### src/rtl/quiz_scheduler.sv
// quiz_scheduler
//
// Paces a quiz game. A prescaler divides the system clock into game ticks.
// Every QUIZ_INTERVAL ticks spent in RUN, the block raises a quiz and waits
// up to ANSWER_WINDOW ticks for an answer. Passing MAX_QUIZ quizzes, or an
// external abort, ends the session in DONE. DONE holds until Reset.
//
// Parameters
//   TICK_DIV       clock cycles per game tick (>= 2)
//   QUIZ_INTERVAL  RUN ticks between quizzes (>= 1)
//   ANSWER_WINDOW  ticks allowed to answer a quiz (>= 1)
//   MAX_QUIZ       passed quizzes needed to finish (1..15)
//
// Ports
//   Clk             system clock, rising edge
//   Reset           asynchronous active-high reset
//   Start           one-cycle pulse that begins a session (IDLE only)
//   abort           level input, forces DONE with top priority
//   answer_valid    one-cycle pulse, an answer was submitted
//   answer_correct  answer result, qualified by answer_valid
//   q_IDLE..q_DONE  one-hot state flags
//   tick            one-cycle game-tick pulse
//   minutes         elapsed RUN ticks, saturating at 255
//   quiz_req        high throughout QUIZ
//   quiz_idx        quiz selector, cycles 1,2,3,1,... (0 after reset)
//   quiz_cnt        number of passed quizzes
//   miss            registered pulse after a wrong answer or a timeout
//   timeout         registered pulse after the answer window expires
module quiz_scheduler #(
    parameter int TICK_DIV      = 100000000,
    parameter int QUIZ_INTERVAL = 4,
    parameter int ANSWER_WINDOW = 2,
    parameter int MAX_QUIZ      = 9
) (
    input  logic       Clk,
    input  logic       Reset,
    input  logic       Start,
    input  logic       abort,
    input  logic       answer_valid,
    input  logic       answer_correct,
    output logic       q_IDLE,
    output logic       q_RUN,
    output logic       q_QUIZ,
    output logic       q_DONE,
    output logic       tick,
    output logic [7:0] minutes,
    output logic       quiz_req,
    output logic [1:0] quiz_idx,
    output logic [3:0] quiz_cnt,
    output logic       miss,
    output logic       timeout
);

    localparam int PW = $clog2(TICK_DIV);
    localparam int IW = $clog2(QUIZ_INTERVAL + 1);
    localparam int WW = $clog2(ANSWER_WINDOW + 1);

    localparam logic [PW-1:0] PRESC_LAST = PW'(TICK_DIV - 1);
    localparam logic [IW-1:0] INT_LAST   = IW'(QUIZ_INTERVAL - 1);
    localparam logic [WW-1:0] WIN_LAST   = WW'(ANSWER_WINDOW - 1);
    localparam logic [3:0]    CNT_LAST   = 4'(MAX_QUIZ - 1);

    typedef enum logic [1:0] {
        S_IDLE = 2'd0,
        S_RUN  = 2'd1,
        S_QUIZ = 2'd2,
        S_DONE = 2'd3
    } state_t;

    state_t        state;
    state_t        state_next;
    logic [PW-1:0] presc;
    logic [IW-1:0] int_cnt;
    logic [WW-1:0] win_cnt;

    logic          go_quiz;
    logic          ans_right;
    logic          ans_wrong;
    logic          expire;
    logic          changing;

    // The prescaler only moves in RUN and QUIZ, so outside those states it
    // sits at 0 and tick stays low without extra gating.
    assign tick     = (presc == PRESC_LAST);
    assign changing = (state_next != state);

    assign q_IDLE   = (state == S_IDLE);
    assign q_RUN    = (state == S_RUN);
    assign q_QUIZ   = (state == S_QUIZ);
    assign q_DONE   = (state == S_DONE);
    assign quiz_req = (state == S_QUIZ);

    // State register.
    always_ff @(posedge Clk or posedge Reset) begin
        if (Reset) begin
            state <= S_IDLE;
        end else begin
            state <= state_next;
        end
    end

    // Next state and the one-cycle events that drive the datapath.
    // An answer in the same cycle as window expiry wins over the timeout.
    // abort overrides everything, including the events it would pre-empt.
    always_comb begin
        state_next = state;
        go_quiz    = 1'b0;
        ans_right  = 1'b0;
        ans_wrong  = 1'b0;
        expire     = 1'b0;
        case (state)
            S_IDLE: begin
                if (Start) begin
                    state_next = S_RUN;
                end
            end
            S_RUN: begin
                if (tick && int_cnt == INT_LAST) begin
                    state_next = S_QUIZ;
                    go_quiz    = 1'b1;
                end
            end
            S_QUIZ: begin
                if (answer_valid) begin
                    if (answer_correct) begin
                        ans_right  = 1'b1;
                        state_next = (quiz_cnt == CNT_LAST) ? S_DONE : S_RUN;
                    end else begin
                        ans_wrong  = 1'b1;
                        state_next = S_RUN;
                    end
                end else if (tick && win_cnt == WIN_LAST) begin
                    expire     = 1'b1;
                    state_next = S_RUN;
                end
            end
            default: begin
                state_next = S_DONE;
            end
        endcase
        if (abort) begin
            state_next = S_DONE;
            go_quiz    = 1'b0;
            ans_right  = 1'b0;
            ans_wrong  = 1'b0;
            expire     = 1'b0;
        end
    end

    // Prescaler plus the interval and window counters. All three restart on
    // any state change so every RUN or QUIZ stay starts from a clean phase.
    always_ff @(posedge Clk or posedge Reset) begin
        if (Reset) begin
            presc   <= '0;
            int_cnt <= '0;
            win_cnt <= '0;
        end else begin
            if (changing || state == S_IDLE || state == S_DONE) begin
                presc <= '0;
            end else if (tick) begin
                presc <= '0;
            end else begin
                presc <= presc + PW'(1);
            end

            if (changing) begin
                int_cnt <= '0;
            end else if (state == S_RUN && tick) begin
                int_cnt <= int_cnt + IW'(1);
            end

            if (changing) begin
                win_cnt <= '0;
            end else if (state == S_QUIZ && tick) begin
                win_cnt <= win_cnt + WW'(1);
            end
        end
    end

    // Session bookkeeping and the registered miss/timeout pulses. The tick
    // that launches a quiz still counts as a RUN minute; an abort on a tick
    // does not.
    always_ff @(posedge Clk or posedge Reset) begin
        if (Reset) begin
            minutes  <= '0;
            quiz_cnt <= '0;
            quiz_idx <= '0;
            miss     <= 1'b0;
            timeout  <= 1'b0;
        end else begin
            miss    <= ans_wrong | expire;
            timeout <= expire;

            if (state == S_IDLE && state_next == S_RUN) begin
                minutes <= '0;
            end else if (state == S_RUN && tick && !abort && minutes != 8'hFF) begin
                minutes <= minutes + 8'd1;
            end

            if (state == S_IDLE && state_next == S_RUN) begin
                quiz_cnt <= '0;
            end else if (ans_right) begin
                quiz_cnt <= quiz_cnt + 4'd1;
            end

            if (go_quiz) begin
                quiz_idx <= (quiz_idx == 2'd3) ? 2'd1 : quiz_idx + 2'd1;
            end
        end
    end

endmodule

### config.mk
export PLATFORM = sky130hd
export DESIGN_NAME = quiz_scheduler
export DESIGN_NICKNAME = d
export VERILOG_FILES = /design/src/rtl/quiz_scheduler.sv
export SDC_FILE = /design/constraint.sdc
export NUM_CORES = 1
export LEC_CHECK = 0
export CAP_MARGIN = 20
export CORE_ASPECT_RATIO = 2
export CORE_MARGIN = 8
export CORE_UTILIZATION = 42
export DETAILED_ROUTE_END_ITERATION = 8
export PLACE_DENSITY = 0.71
export SLEW_MARGIN = 30
export SYNTH_ARGS = -nofsm -noshare
export SYNTH_HDL_FRONTEND = slang
export SYNTH_SLANG_ARGS = --single-unit
### constraint.sdc
create_clock -name Clk -period 1.9 [get_ports Clk]
set_input_delay 0.19 -clock Clk [delete_from_list [all_inputs] [get_ports Clk]]
set_output_delay 0.19 -clock Clk [all_outputs]
set_load 0.02 [all_outputs]
# Yosys cells after proc, flatten, opt, wreduce, memory -nomap -nowiden
# Cells that the tools add are included.
# op_classes
add_sub_neg	6
reduce_logical	15
mux	34
n_eq_ne	11
bitwise_logic	1
# ops
cell	count
2-to-1 mux 27 bit	2
adder 27 x 1 -> 27 bit (second input constant)	1
equality test 27 bit (second input constant)	1
2-to-1 mux 2 bit	10
2-to-1 mux 8 bit	2
2-to-1 mux 1 bit	15
adder 8 x 1 -> 8 bit (second input constant)	1
2-to-1 mux 4 bit	2
!= test 8 bit (second input constant)	1
nonzero test 2 bit	4
logical AND 1 bit	7
equality test 2 x 1 -> 1 bit (second input constant)	3
equality test 2 bit (second input constant)	3
2-to-1 mux 3 bit	2
one-hot mux 2 bit (3 select lines)	1
adder 2 x 1 -> 2 bit (second input constant)	2
adder 4 x 1 -> 4 bit (second input constant)	1
equality test 4 bit (second input constant)	1
adder 3 x 1 -> 3 bit (second input constant)	1
equality test 3 x 2 -> 1 bit (second input constant)	1
zero test 2 bit	1
logical OR 1 bit	2
!= test 2 bit	1
zero test 1 bit	1
bitwise OR 1 bit	1
# totals
in_bits	6
output_inout_bits	22
ff_bits	50
elab_cells	76

# Depth between registers and ports, before layout
# Gate-level depths: netlist (run 1).
# logic_depth
word_depth	10
ltp_mapped	7

# Least setup slack after synthesis (run 1)
# Ideal clock, no wire load.
# synth_timing
path_kind	register -> register
from	register presc[17]
to	register win_cnt[1]
slack_ps	-153
arrival_ps	1975
path_buffers	0
period_less_slack_ps	2053
stages_incl_launch_ff	6
t_required_ps	1823
path_cell_list	dfrtp_1 or4b_4 nor4_4 nand2_1 or4_1 a21oi_1
# synth_via
elab_chain_cells	8
# synth_rtl
element	line_no	text
start: declaration	72	logic [PW-1:0] presc;
start signal: assignment	163	presc <= presc + PW'(1);
equality test 27 bit *	84	assign tick = (presc == PRESC_LAST);
logical AND 1 bit	132	end else if (tick && win_cnt == WIN_LAST) begin
2-to-1 mux 2 bit	132	
2-to-1 mux 2 bit	124	if (answer_valid) begin
one-hot mux 2 bit (3 select lines)	111	case (state)
2-to-1 mux 2 bit	141	if (abort) begin
!= test 2 bit	85	assign changing = (state_next != state);
2-to-1 mux 2 bit / nonzero test 2 bit (equally long branches)	--	
end signal: assignment	175	win_cnt <= win_cnt + WW'(1);
end: declaration	74	logic [WW-1:0] win_cnt;
# Every way passes the cells marked *; elsewhere a longest branch is shown, timed or not.
# A chain may end at the register's enable or synchronous reset.

# Worst setup path in the final report (run 1)
# layout_timing
from	register presc[25]
to	register quiz_idx[0]
# layout_via
elab_chain_cells	5
# layout_rtl
element	line_no	text
equality test 27 bit	84	
logical AND 1 bit	118	if (tick && int_cnt == INT_LAST) begin
2-to-1 mux 1 bit	118	
2-to-1 mux 1 bit	111	
2-to-1 mux 1 bit	141	
end signal: assignment	207	quiz_idx <= (quiz_idx == 2'd3) ? 2'd1 : quiz_idx + 2'd1;
end: declaration	48	output logic [1:0] quiz_idx,
# No other way between the ends.

==> summary.txt, run 1 <==
============================================================================
Status ........................................................ finished, violations left
Failing checks ................................................ setup timing
Cell Pwr Density ..............................................  515 mW/mm^2
Grt met3 use ..................................................       0.0327
Classification of the worst-slack hold path ...................     in2async
Root cell of the clock tree ...................................    clkbuf_16
Antenna Nets Post-Route .......................................            0
Worst reg-to-reg path cell count ..............................            6
Final hold violation count ....................................            0
Footprint of the multi-input gates ............................ 0.00149 mm^2
Top cells by area, synth ...................................... dfrtp_1, xnor2_1, nor2_1, ha_1, xor2_1
Total via count in the routed design ..........................         2512
Syn Std Cell Area ............................................. 0.00268 mm^2
Time the final worst path needs with I/O delays and setup .....      2.23 ns
DIE AREA ...................................................... 0.00935 mm^2
Number of placement rows ......................................           41
CTS max path bufs .............................................            2
Maximum vdd drop ..............................................     0.675 mV
Vias in the first global route ................................         2729
Flip-flop cell with the highest count after synthesis .........      dfrtp_1
Global routing's busiest layer ................................         met2
Worst setup startpoint ........................................    presc[25]
Largest net degree at the start of global routing .............           51
Pre-antenna DRT Iters .........................................            4
Initial antenna violation count ...............................            0
Endpoint arrival time on the critical path ....................      2.45 ns
Worst r2r src .................................................    presc[25]
Unrepaired setup endpoints after global routing ...............          yes
Post-synth top area cell ......................................      dfrtp_1
Met2 track demand over resource ...............................        0.346
EDFF count, synth .............................................            0
Yosys Warn Count ..............................................            0
Most numerous cell types in the synthesized netlist ........... nor2_1, dfrtp_1, xnor2_1
Horiz. Die Dim ................................................      72.5 um
DR WL/cell ....................................................      17.2 um
Clock latency on the worst-skew pair ..........................      0.30 ns
Number of fillers in the final layout .........................          491
Number of distinct library cells after synthesis ..............           39
Layout cells sized above 1 ....................................        0.312
Post-Syn Instances ............................................          284
Worst setup EP type ...........................................         flop
Area growth from synthesis to final layout ....................        50.4%
CTS sink count ................................................           50
Worst slew slack as a fraction of its limit ...................        0.689
TritonCTS clock tree ..........................................        built
FF/Latch Area ................................................. 0.00125 mm^2
Startpoint type of the worst setup path .......................         flop
Slack of the worst reg-to-reg path ............................     -0.33 ns
Max cap viols .................................................            0
Drt total wl ..................................................      8.02 mm
Leak pwr ......................................................      1.75 nW
Total gr overflow .............................................            0
Post-route clock period utilization ...........................         1.17
Die Height ....................................................       129 um
Layout net count ..............................................          396
Post-route DRC violation count ................................            0
Fraction of registers with async set or reset after synthesis .         1.00
Number of DRC violations after detailed-routing iteration 0 ...          168
Number of diodes ..............................................            0
H-tree depth ..................................................            2
Critical path peak fanout .....................................            7
Post-detail-place hpwl ........................................      5.14 mm
Maximum frequency from static timing analysis .................      449 MHz
Data required time at the worst endpoint ......................      2.12 ns
Total clock buffers created by CTS ............................            5
Top-count cell post-synth .....................................       nor2_1
Wire length of the first global-routing pass ..................      12.7 mm
Share of the core filled with cells ...........................        0.644
Initial Util ..................................................        0.428
Maximum clock skew at final layout ............................   0.00606 ns
Area inside the core boundary ................................. 0.00626 mm^2
Total negative slack for setup checks .........................    -11.61 ns
Sequential-to-total area share from yosys stat ................        0.467
Classification of the worst setup path ........................      reg2reg
Endpoint of the lowest-slack register-to-register path ........  quiz_idx[0]
Number of failing setup endpoints in the final timing report ..           46
Post-detailed-route via-to-cell ratio .........................         5.38
Slew at the pin closest to its max-slew limit .................     0.467 ns
Post-Syn Nets .................................................          298
Total track usage .............................................        0.176
Total power consumption of the routed design ..................      2.08 mW
GP Congestion .................................................        0.824
Number of placed I/O pins .....................................           28
Mean post-synth cell area .....................................    9.44 um^2
Reg clk slew, reported paths ..................................      0.07 ns
Port buffer count .............................................           27
Count of pins over their slew limit ...........................            0
Share of Yosys cell area claimed by the top area cell type ....        0.467
Final Worst Setup Slack .......................................    -0.327 ns
Register bit count reported by yosys ..........................           50
Met1 Usage GRT ................................................        0.158
============================================================================
==> power by group <==
group	switching (mW)	internal (mW)	total, mW
combinational	0.0550	0.0397	0.0947
sequential	0.00818	1.07	1.08
clock	0.391	0.510	0.901
==> layer usage <==
layer	wire (um)	part of all wire
met5	0	0
met2	4660	0.58
met3	294	0.037
met4	308	0.038
met1	2760	0.34
==> worst max-delay path: stages, from the launching register on <==
cell and delay (ns):
dfrtp_1 0.38, or4b_4 0.57, nor4_4 0.33, buf_6 0.18
nand4_1 0.20, nor3_2 0.26, mux2i_1 0.22
==> layout make-up <==
class                      count  area share
timing repair buffer         102       0.243
multi-input combinational    207       0.371
sequential                    50       0.310
clock buffer                   6      0.0345
tap                           86      0.0267
inverter                      16      0.0149
==> what timing repair did <==
action | 4_1_cts | 5_1_grt
gates cloned | 3 | 0
resized for setup | 40 | 14
endpoints found under the setup margin | 36 | 46
buffers inserted | 9 | 2
hold buffers | 0 | 0
pin swaps | 16 | 5
==> worst max path at each step <==
stage	slack, ns	to	cells after the start
after detailed placement	-0.27	tick	5
after floorplan	-0.15	minutes[6]	6
after CTS	-0.25	win_cnt[1]	6
after global placement	-0.25	tick	5
final	-0.33	quiz_idx[0]	6
after global routing	-0.40	win_cnt[1]	6
==> cells by family after synthesis <==
kind of cell	Yosys count	synth area share
AO/OA/AOI/OAI	25	0.0560
XOR/XNOR	33	0.108
adder cells (fa/ha/maj)	8	0.0373
buffers and inverters	27	0.0457
flip-flops	50	0.467
multiplexers	5	0.0191
AND/OR/NAND/NOR	136	0.267
==> flip-flops by register name, indices dropped and copies added, names as in the netlist <==
register	cells
int_cnt	3
minutes	8
miss	1
presc	27
quiz_cnt	4
quiz_idx	2
state	2
timeout	1
win_cnt	2
==> placed cells by master (no fill, tap or decap), types with 4 or more instances in the layout <==
| cell type | instances |
|---|---|
| nand3_1 | 9 |
| mux2i_1 | 4 |
| inv_1 | 14 |
| dfrtp_1 | 50 |
| nand2_1 | 16 |
| clkdlybuf4s50_1 | 23 |
| buf_12 | 5 |
| buf_6 | 8 |
| or3_1 | 4 |
| nand4_1 | 9 |
| ha_1 | 8 |
| nor2_1 | 49 |
| buf_4 | 60 |
| a21oi_1 | 6 |
| nor3_1 | 8 |
| o21ai_0 | 5 |
| xor2_1 | 8 |
| and3_1 | 7 |
| xnor2_1 | 22 |
| clkbuf_16 | 5 |
==> through the flow <==
| stage | worst slack, ns | cell area (um^2) | cells | hold WS (ns) |
|---|---|---|---|---|
| after floorplan | -0.147 | 2690 | 284 | 0.385 |
| after global placement | -0.253 | 3490 | 447 | 0.520 |
| after detailed placement | -0.269 | 3490 | 447 | 0.542 |
| after CTS | -0.246 | 3970 | 465 | 0.268 |
| after global routing | -0.398 | 4030 | 467 | 0.286 |
| final | -0.327 | 4030 | 467 | 0.242 |
Note: power is estimated with default switching activity, not from simulation.
==> inputs of run 2 (changes only) <==
--- a/config.mk
+++ b/config.mk
@@ -10,7 +10,7 @@
 export CORE_MARGIN = 8
 export CORE_UTILIZATION = 42
 export DETAILED_ROUTE_END_ITERATION = 8
-export PLACE_DENSITY = 0.71
+export PLACE_DENSITY = 0.69
 export SLEW_MARGIN = 30
 export SYNTH_ARGS = -nofsm -noshare
 export SYNTH_HDL_FRONTEND = slang
==> constraint.sdc (replaced) <==
create_clock -name Clk -period 2.45 [get_ports Clk]
set_input_delay 0.245 -clock Clk [delete_from_list [all_inputs] [get_ports Clk]]
set_output_delay 0.245 -clock Clk [all_outputs]
set_load 0.02 [all_outputs]
==> run 2 against run 1 <==
Compared with the run above:
- the run now ends clean
- die area unchanged
- via count shrank 16%
- final cell count decreased by 13%
- worst setup slack better by 0.49 ns
- clock power is 26% lower
- clock skew shrank 0.00061 ns
- cell area shrank 20%
- sequential share of layout area increased by 7.9 points
- utilization is 13 points lower
- total power fell by 25%
- critical path type is now reg2out
- largest cell class unchanged
==> summary.txt, run 2 (same netlist as run 1, synthesis figures left out) <==
===========================================================================
Status ....................................................... finished clean
Clk network pwr share ........................................        0.428
Post-detailed-route via-to-cell ratio ........................         5.21
Worst slew slack as a fraction of its limit ..................        0.653
Global routing's busiest layer ...............................         met2
Most frequent cells in the layout ............................ nor2_1, dfrtp_1, clkdlybuf4s50_1, xnor2_1, nand2_1
Critical path peak fanout ....................................            3
Time the final worst path needs with I/O delays and setup ....      2.29 ns
Data required time at the worst endpoint .....................      2.20 ns
Vias in the first global route ...............................         2234
Final hold violation count ...................................            0
Count of buffers added by post-CTS timing repair for setup ...            0
Total power consumption of the routed design .................      1.56 mW
Register bank with the most flops ............................        presc
Root cell of the clock tree ..................................    clkbuf_16
Post-route DRC violation count ...............................            0
Horiz. Die Dim ...............................................      72.5 um
Final std cell area, no fill ................................. 0.00321 mm^2
Grt met3 use .................................................       0.0312
Wire length of the first global-routing pass .................      10.4 mm
Initial Util .................................................        0.428
Switching Power ..............................................     0.337 mW
Largest net degree at the start of global routing ............           29
Sequential cell fraction of total power ......................        0.536
GP Congestion ................................................        0.835
Max cap viols ................................................            0
H-tree depth .................................................            2
DR WL/cell ...................................................      15.1 um
CTS sink count ...............................................           50
Area inside the core boundary ................................ 0.00626 mm^2
Classification of the worst setup path .......................      reg2out
Total negative slack for setup checks ........................         0 ns
Antenna Nets Post-Route ......................................            0
Met2 track demand over resource ..............................        0.264
Share of the core filled with cells ..........................        0.513
Number of flip-flops in the largest register .................           27
Reg clk slew, reported paths .................................      0.06 ns
Post-detail-place hpwl .......................................      4.66 mm
Met1 Usage GRT ...............................................        0.141
Cell Pwr Density .............................................  486 mW/mm^2
Maximum clock skew at final layout ...........................   0.00545 ns
Cell-internal power ..........................................      1.22 mW
Total gr overflow ............................................            0
Endpoint arrival time on the critical path ...................      2.04 ns
Count of pins over their slew limit ..........................            0
Startpoint type of the worst setup path ......................         flop
Slew at the pin closest to its max-slew limit ................     0.517 ns
Leak pwr .....................................................      1.32 nW
Classification of the worst-slack hold path ..................     in2async
Layout net count .............................................          332
Total track usage ............................................        0.142
Portion of total power attributed to combinational logic .....        0.036
Switching Share ..............................................        0.216
Number of placed I/O pins ....................................           28
Total clock buffers created by CTS ...........................            5
Pre-antenna DRT Iters ........................................            4
Number of DRC violations after detailed-routing iteration 0 ..          141
DIE AREA ..................................................... 0.00935 mm^2
Total via count in the routed design .........................         2106
Number of placement rows .....................................           41
Registers with the most flip-flops ........................... presc x27, minutes x8, quiz_cnt x4
Drt total wl .................................................      6.08 mm
Post-route clock period utilization ..........................        0.933
TritonCTS clock tree .........................................        built
Number of failing setup endpoints in the final timing report .            0
Area growth from synthesis to final layout ...................        19.8%
Maximum frequency from static timing analysis ................      437 MHz
Die Height ...................................................       129 um
Clock latency on the worst-skew pair .........................      0.29 ns
Maximum vdd drop .............................................     0.569 mV
Number of diodes .............................................            0
Worst setup EP type ..........................................   output pin
Unrepaired setup endpoints after global routing ..............           no
Initial antenna violation count ..............................            0
Leading cell type in the layout, fill and taps excluded ......       nor2_1
Port buffer count ............................................           27
CTS max path bufs ............................................            2
Layout cells sized above 1 ...................................       0.0881
Placed inst area ............................................. 0.00308 mm^2
===========================================================================
[run 2: power groups by stage]
stage / combinational, mW / sequential (mW) / clock (mW)
floorplan: 0.0331 / 0.853 / 0
global placement: 0.0576 / 0.852 / 0
detailed placement: 0.0587 / 0.852 / 0
CTS: 0.0587 / 0.836 / 0.689
global route: 0.0664 / 0.836 / 0.710
finish: 0.0568 / 0.836 / 0.667
[run 2: worst paths after layout]
| kind | start | to | slack (ns) | cells after the start |
|---|---|---|---|---|
| setup / recovery | presc[10] | tick | 0.16 | 5 |
| hold / removal | Reset | presc[7] | 0.14 | 2 |
| setup reg to reg | presc[19] | minutes[7] | 0.24 | 6 |
| hold reg to reg | presc[0] | presc[0] | 0.49 | 1 |
| max in group asynchronous | Reset | presc[23] | 1.74 | 3 |
| min in group Clk | presc[0] | presc[0] | 0.49 | 1 |
[run 2: timing repair]
item / CTS / global route
endpoints found under the setup margin: 1 / 0
gates resized for setup: 1 / 0
hold buffers: 0 / 0
[run 2: worst max-delay path: stages, from the launching register on]
cell and delay, ns:
dfrtp_1 0.42, or4b_4 0.58, nor4_4 0.19, nand2_1 0.11
inv_1 0.11, dlygate4sd2_1 0.35
[run 2: layer usage]
metal	vias to the layer above	share of wire
li1	1030	-
met1	1026	0.40
met2	36	0.55
met3	14	0.024
met4	0	0.031
met5	-	0
[run 2: area by class of cell]
class,instances,area [um^2]
clock buffers,5,125
clock inverters,2,10.0
fillers,610,3050
inverters,16,60.1
multi-input cells,207,1310
flip-flops and latches,50,1250
well taps,86,108
repair buffers,38,352
[run 2: per-stage QoR]
step           hold slack (ns)  setup slack, ns  instances
6_report                 0.135            0.164        404
5_1_grt                  0.156           0.0433        404
4_1_cts                  0.132            0.140        404
3_5_place_dp             0.446            0.190        397
3_3_place_gp             0.445            0.195        397
2_1_floorplan            0.440            0.397        284
